**config.mk**
```make
export PLATFORM = sky130hd
export DESIGN_NAME = alu_cmd_frame_decoder
export DESIGN_NICKNAME = d
export VERILOG_FILES = /design/src/rtl/alu_cmd_frame_decoder.sv
export SDC_FILE = /design/constraint.sdc
export NUM_CORES = 1
export LEC_CHECK = 0
export ABC_AREA = 1
export BUFFER_PORTS_ARGS = -buffer_cell sky130_fd_sc_hd__buf_2
export CAP_MARGIN = 30
export CORE_ASPECT_RATIO = 2
export CORE_MARGIN = 5
export CORE_UTILIZATION = 45
export CTS_CLUSTER_SIZE = 24
export DETAILED_ROUTE_END_ITERATION = 16
export GPL_TIMING_DRIVEN = 0
export PLACE_DENSITY_LB_ADDON = 0.2
export SYNTH_ARGS = -nofsm -noshare
export SYNTH_HDL_FRONTEND = slang
export SYNTH_SLANG_ARGS = --single-unit
```
**constraint.sdc**
```tcl
create_clock -name CLK -period 1.9 [get_ports CLK]
set_input_delay 0.095 -clock CLK [delete_from_list [all_inputs] [get_ports CLK]]
set_output_delay 0.095 -clock CLK [all_outputs]
set_load 0.01 [all_outputs]
```
**src/rtl/alu_cmd_frame_decoder.sv**
```systemverilog
// Command frame parser feeding the ALU sequencing controller: collects
// sync/A/B/C0/C1/checksum bytes, validates them and hands a frame over with a one-cycle Enable.
//
// state  | meaning
// IDLE   | waiting for the sync byte; other bytes dropped silently
// GET_A  | expecting operand A
// GET_B  | expecting operand B
// GET_C0 | expecting config byte 0
// GET_C1 | expecting config byte 1
// GET_CS | expecting checksum (XOR of A, B, C0, C1)
// PEND   | frame validated, waiting for the controller to go idle
module alu_cmd_frame_decoder #(
  parameter int                    DATA_WIDTH = 8,
  parameter logic [DATA_WIDTH-1:0] SYNC_BYTE  = 8'hAA,
  parameter int                    TIMEOUT    = 1000,
  parameter int                    CNT_WIDTH  = 10
) (
  input  logic                  CLK,
  input  logic                  RST,
  input  logic [DATA_WIDTH-1:0] RX_P_DATA,
  input  logic                  RX_D_VLD,
  input  logic                  Ctrl_Busy,
  output logic [DATA_WIDTH-1:0] ALU_OperA,
  output logic [DATA_WIDTH-1:0] ALU_OperB,
  output logic [DATA_WIDTH-1:0] ALU_Config0,
  output logic [DATA_WIDTH-1:0] ALU_Config1,
  output logic                  Enable,
  output logic                  Frame_Err,
  output logic [1:0]            Err_Code
);

  typedef enum logic [2:0] {
    IDLE   = 3'd0,
    GET_A  = 3'd1,
    GET_B  = 3'd2,
    GET_C0 = 3'd3,
    GET_C1 = 3'd4,
    GET_CS = 3'd5,
    PEND   = 3'd6
  } state_t;

  localparam logic [1:0]           ERR_NONE     = 2'b00;
  localparam logic [1:0]           ERR_CHECKSUM = 2'b01;
  localparam logic [1:0]           ERR_TIMEOUT  = 2'b10;
  localparam logic [1:0]           ERR_OVERRUN  = 2'b11;
  localparam logic [CNT_WIDTH-1:0] TO_LAST      = CNT_WIDTH'(TIMEOUT - 1);

  state_t                state;
  state_t                state_nxt;
  logic [DATA_WIDTH-1:0] shd_a;
  logic [DATA_WIDTH-1:0] shd_b;
  logic [DATA_WIDTH-1:0] shd_c0;
  logic [DATA_WIDTH-1:0] shd_c1;
  logic [DATA_WIDTH-1:0] acc;
  logic [CNT_WIDTH-1:0]  cnt;
  logic [CNT_WIDTH-1:0]  cnt_nxt;

  logic       is_sync;
  logic       timeout_hit;
  logic       load_out;
  logic       err_set;
  logic [1:0] err_code_nxt;
  logic       acc_clr;
  logic       counting_nxt;

  assign is_sync = (RX_P_DATA == SYNC_BYTE);

  // A byte arriving on the terminal cycle takes priority over the timeout.
  assign timeout_hit = !RX_D_VLD && (cnt == TO_LAST);

  always_comb begin
    state_nxt    = state;
    load_out     = 1'b0;
    err_set      = 1'b0;
    err_code_nxt = ERR_NONE;
    acc_clr      = 1'b0;
    case (state)
      IDLE: begin
        if (RX_D_VLD && is_sync) begin
          state_nxt = GET_A;
          acc_clr   = 1'b1;
        end
      end
      GET_A, GET_B, GET_C0, GET_C1: begin
        if (RX_D_VLD) begin
          case (state)
            GET_A:   state_nxt = GET_B;
            GET_B:   state_nxt = GET_C0;
            GET_C0:  state_nxt = GET_C1;
            default: state_nxt = GET_CS;
          endcase
        end else if (timeout_hit) begin
          state_nxt    = IDLE;
          err_set      = 1'b1;
          err_code_nxt = ERR_TIMEOUT;
        end
      end
      GET_CS: begin
        if (RX_D_VLD) begin
          if (RX_P_DATA != acc) begin
            state_nxt    = IDLE;
            err_set      = 1'b1;
            err_code_nxt = ERR_CHECKSUM;
          end else if (!Ctrl_Busy) begin
            state_nxt = IDLE;
            load_out  = 1'b1;
          end else begin
            state_nxt = PEND;
          end
        end else if (timeout_hit) begin
          state_nxt    = IDLE;
          err_set      = 1'b1;
          err_code_nxt = ERR_TIMEOUT;
        end
      end
      PEND: begin
        if (!Ctrl_Busy) begin
          // Hand-off and a coincident byte are both honoured: the byte is seen by IDLE.
          load_out = 1'b1;
          if (RX_D_VLD && is_sync) begin
            state_nxt = GET_A;
            acc_clr   = 1'b1;
          end else begin
            state_nxt = IDLE;
          end
        end else if (RX_D_VLD) begin
          err_set      = 1'b1;
          err_code_nxt = ERR_OVERRUN;
        end
      end
      default: state_nxt = IDLE;
    endcase
  end

  always_comb begin
    counting_nxt = (state_nxt == GET_A) || (state_nxt == GET_B) || (state_nxt == GET_C0) ||
                   (state_nxt == GET_C1) || (state_nxt == GET_CS);
    if (!counting_nxt || RX_D_VLD) begin
      cnt_nxt = '0;
    end else begin
      cnt_nxt = cnt + 1'b1;
    end
  end

  always_ff @(posedge CLK) begin
    if (RST) begin
      state       <= IDLE;
      shd_a       <= '0;
      shd_b       <= '0;
      shd_c0      <= '0;
      shd_c1      <= '0;
      acc         <= '0;
      cnt         <= '0;
      ALU_OperA   <= '0;
      ALU_OperB   <= '0;
      ALU_Config0 <= '0;
      ALU_Config1 <= '0;
      Enable      <= 1'b0;
      Frame_Err   <= 1'b0;
      Err_Code    <= ERR_NONE;
    end else begin
      state     <= state_nxt;
      cnt       <= cnt_nxt;
      Enable    <= load_out;
      Frame_Err <= err_set;
      Err_Code  <= err_code_nxt;

      if (acc_clr) begin
        acc <= '0;
      end else if (RX_D_VLD && (state == GET_A || state == GET_B ||
                                state == GET_C0 || state == GET_C1)) begin
        acc <= acc ^ RX_P_DATA;
      end

      if (err_set && err_code_nxt == ERR_TIMEOUT) begin
        shd_a  <= '0;
        shd_b  <= '0;
        shd_c0 <= '0;
        shd_c1 <= '0;
      end else if (RX_D_VLD) begin
        case (state)
          GET_A:   shd_a  <= RX_P_DATA;
          GET_B:   shd_b  <= RX_P_DATA;
          GET_C0:  shd_c0 <= RX_P_DATA;
          GET_C1:  shd_c1 <= RX_P_DATA;
          default: ;
        endcase
      end

      if (load_out) begin
        ALU_OperA   <= shd_a;
        ALU_OperB   <= shd_b;
        ALU_Config0 <= shd_c0;
        ALU_Config1 <= shd_c1;
      end
    end
  end

endmodule
```
==> impl_metrics.env <==
export IMPL_vdd_drop_max_uv=515
export IMPL_run_status="finished clean"
export IMPL_p_seq_share_pct=50.6
export IMPL_final_util_pct=54.3
export IMPL_avgViaCountPerCell=5.03
export IMPL_grt_max_degree=15
export IMPL_power_frac_comb_pct=3.0
export IMPL_setup_violations=0
export IMPL_p_leak_uw=0.00188
export IMPL_drc=0
export IMPL_stdcell_count=639
export IMPL_start_util_pct=46.1
export IMPL_syn_to_final_growth_pct=17.9
export IMPL_yosysSeqAreaShare_pct=48.7
export IMPL_startpoint_type="flop"
export IMPL_gp_congestion=0.837
export IMPL_critPathKind="flop to flop"
export IMPL_htreeDepth=3
export IMPL_syn_nets=493
export IMPL_timing_rr_end="shd_a[1]"
export IMPL_synth_cells=480
export IMPL_required_ns=2.14
export IMPL_routed_wl_um=8580
export IMPL_grtUsageTotal_pct=18.0
export IMPL_drt_iter0_markers=176
export IMPL_drv_cap=0
export IMPL_clockBufferDepth=2
export IMPL_critical_path_arrival_ns=1.99
export IMPL_rows=46
export IMPL_worstReg2RegStart="state[0]"
export IMPL_clk_latency_ns=0.33
export IMPL_r2r_slack_ns=0.15
export IMPL_drt_pass1_iterations=4
export IMPL_fin_tns_setup_ns=0
export IMPL_fill_cells=801
export IMPL_min_period_ns=1.75
export IMPL_synthArstFlopShare_pct=0
export IMPL_clk_pin_slew_ns=0.06
export IMPL_cp_max_fo=10
export IMPL_pwr_share_clk_pct=46.4
export IMPL_final_antenna_net_count=0
export IMPL_io_buffer_count=47
export IMPL_synth_area_mm2=0.00366
export IMPL_grt_pass1_vias=3075
export IMPL_die_h_um=138
export IMPL_hold_class="input pin to flop"
export IMPL_fin_worst_skew_ns=0.00436
export IMPL_worst_slew_margin_rel_pct=66.6
export IMPL_cts_tree="built"
export IMPL_core_region_area_mm2=0.00794
export IMPL_synth_area_per_cell_um2=7.62
export IMPL_antenna_found_initial=0
export IMPL_n_antenna_cell=0
export IMPL_synth_edff_count=0
export IMPL_endpoint="shd_a[1]"
export IMPL_cts_root_buf="clkbuf_16"
export IMPL_rsz0062_at_grt="no"
export IMPL_grt_pass1_wl_um=14100
export IMPL_synth_warnings=0
export IMPL_wl_per_cell_um=13.4
export IMPL_die_area_mm2=0.0101
export IMPL_cp_end_kind="flop"
export IMPL_finalMaxSlewViolations=0
export IMPL_die_w_um=73.8
export IMPL_synth_ff_type="dfxtp_1"
export IMPL_worstHoldPathCells=3
export IMPL_tightest_slew_ns=0.499
export IMPL_switching_share_pct=21.4
export IMPL_dp_cells=623
export IMPL_largest_reg_flops=10
export IMPL_layout_common_cells="dfxtp_1, nand2_1, nor2_1, buf_2, a21oi_1"
export IMPL_power_switching_uw=791
export IMPL_regMostFlops="cnt"
export IMPL_setup_ws_ns=0.151
export IMPL_drive_gt1_share_pct=19.9
export IMPL_pre_cts_ws_ns=0.164
export IMPL_worstSetupStartpoint="state[0]"
export IMPL_fin_crit_sh_pct=92.1
export IMPL_design_power_total_uw=3690
export IMPL_ys_types=29
export IMPL_ys_ff_latch=89
export IMPL_p_int_uw=2900
export IMPL_dp_hpwl_um=6390
export IMPL_power_density_mw_per_mm2=855
export IMPL_numCtsBuffers=9
export IMPL_finalHoldViolCount=0
export IMPL_vias=3216
export IMPL_ios=48
export IMPL_clock_sinks=89
export IMPL_gr_total_overflow=0
export IMPL_layout_nets=552
export IMPL_r2r_cells=4
export IMPL_fmax_mhz=572
==> what timing repair did <==
action | 4_1_cts | 5_1_grt
endpoints found under the setup margin | 0 | 1
hold buffers | 1 | 0
endpoints found under the hold margin | 4 | 0
buffers inserted | 0 | 0
gates resized for setup | 0 | 1
==> cell usage after synthesis, types with 2 or more instances <==
library cell	n	share of area, %
nor3_1	4	0.55
o21ai_0	25	3.4
dfxtp_1	89	49
inv_1	36	3.7
o21ai_1	12	1.6
nor2_1	80	8.2
nand2_4	2	0.62
nor2_4	4	1.2
a211oi_1	13	2.7
a21oi_1	42	5.7
nor3_2	2	0.55
nand4_1	13	2.2
xor2_1	5	1.2
nand2_1	89	9.1
inv_2	7	0.72
buf_2	10	1.4
nand3_1	14	1.9
clkbuf_1	7	0.72
buf_6	2	0.62
xnor2_1	3	0.72
nor2_2	13	2.2
==> stage by stage <==
| step | cell area (µm²) | hold WS, ns |
|---|---|---|
| CTS | 4310 | 0.0857 |
| floorplan | 3660 | 0.164 |
| global route | 4320 | 0.0901 |
| global placement | 4020 | 0.348 |
| finish | 4320 | 0.0897 |
| detailed placement | 4020 | 0.346 |
==> worst max-delay path, cell delays in order (launching register included) <==
cell,delay [ns]
dfxtp_1,0.46
inv_2,0.11
nor2_2,0.28
nand3_1,0.45
a211oi_1,0.36
==> power by group through the flow <==
stage | sequential (µW) | combinational, µW | clock, µW
4_1_cts | 1870 | 111 | 1740
2_1_floorplan | 1910 | 55.3 | 0
3_3_place_gp | 1910 | 108 | 0
5_1_grt | 1870 | 123 | 1830
3_5_place_dp | 1910 | 109 | 0
6_report | 1870 | 110 | 1710
==> logic make-up (layout without fill, tap and decap cells) <==
family | Yosys count | in the layout | synth area share [%]
AO/OA/AOI/OAI | 93 | 93 | 13.7
AND/OR/NAND/NOR | 225 | 225 | 28.0
adder cells (fa/ha/maj) | 1 | 1 | 0.342
buffers and inverters | 64 | 127 | 7.38
flip-flops | 89 | 89 | 48.7
XOR/XNOR | 8 | 8 | 1.91
==> final cells by class <==
type | instances | area [µm²] | share of cell area (%)
sequential | 89 | 1780 | 41.3
timing repair buffer | 48 | 245 | 5.68
clock buffer | 9 | 225 | 5.22
inverter | 45 | 171 | 3.97
tap | 96 | 120 | 2.78
clock inverter | 6 | 60.1 | 1.39
multi-input combinational | 327 | 1610 | 37.4
buffer | 19 | 98.8 | 2.29
==> how the worst min path moves through the flow <==
stage / to / start / slack [ns]
final: shd_c1[6] / RX_P_DATA[6] / 0.09
after global routing: shd_c0[6] / RX_P_DATA[6] / 0.09
after global placement: Err_Code[0] / RST / 0.35
after floorplan: Err_Code[0] / RST / 0.16
after detailed placement: Err_Code[0] / RST / 0.35
after CTS: shd_c1[6] / RX_P_DATA[6] / 0.09
==> metal layers <==
metal | GRT usage [%] | vias to the layer above | share of wire (%) | wire (µm)
li1 | - | 1667 | - | -
met1 | 19.8 | 1452 | 40 | 3450
met2 | 30.9 | 72 | 52 | 4440
met3 | 4.60 | 25 | 4.1 | 349
met4 | 9.58 | 0 | 4.0 | 344
met5 | 0 | - | 0 | 0
Note: power is estimated with default switching activity, not from simulation.
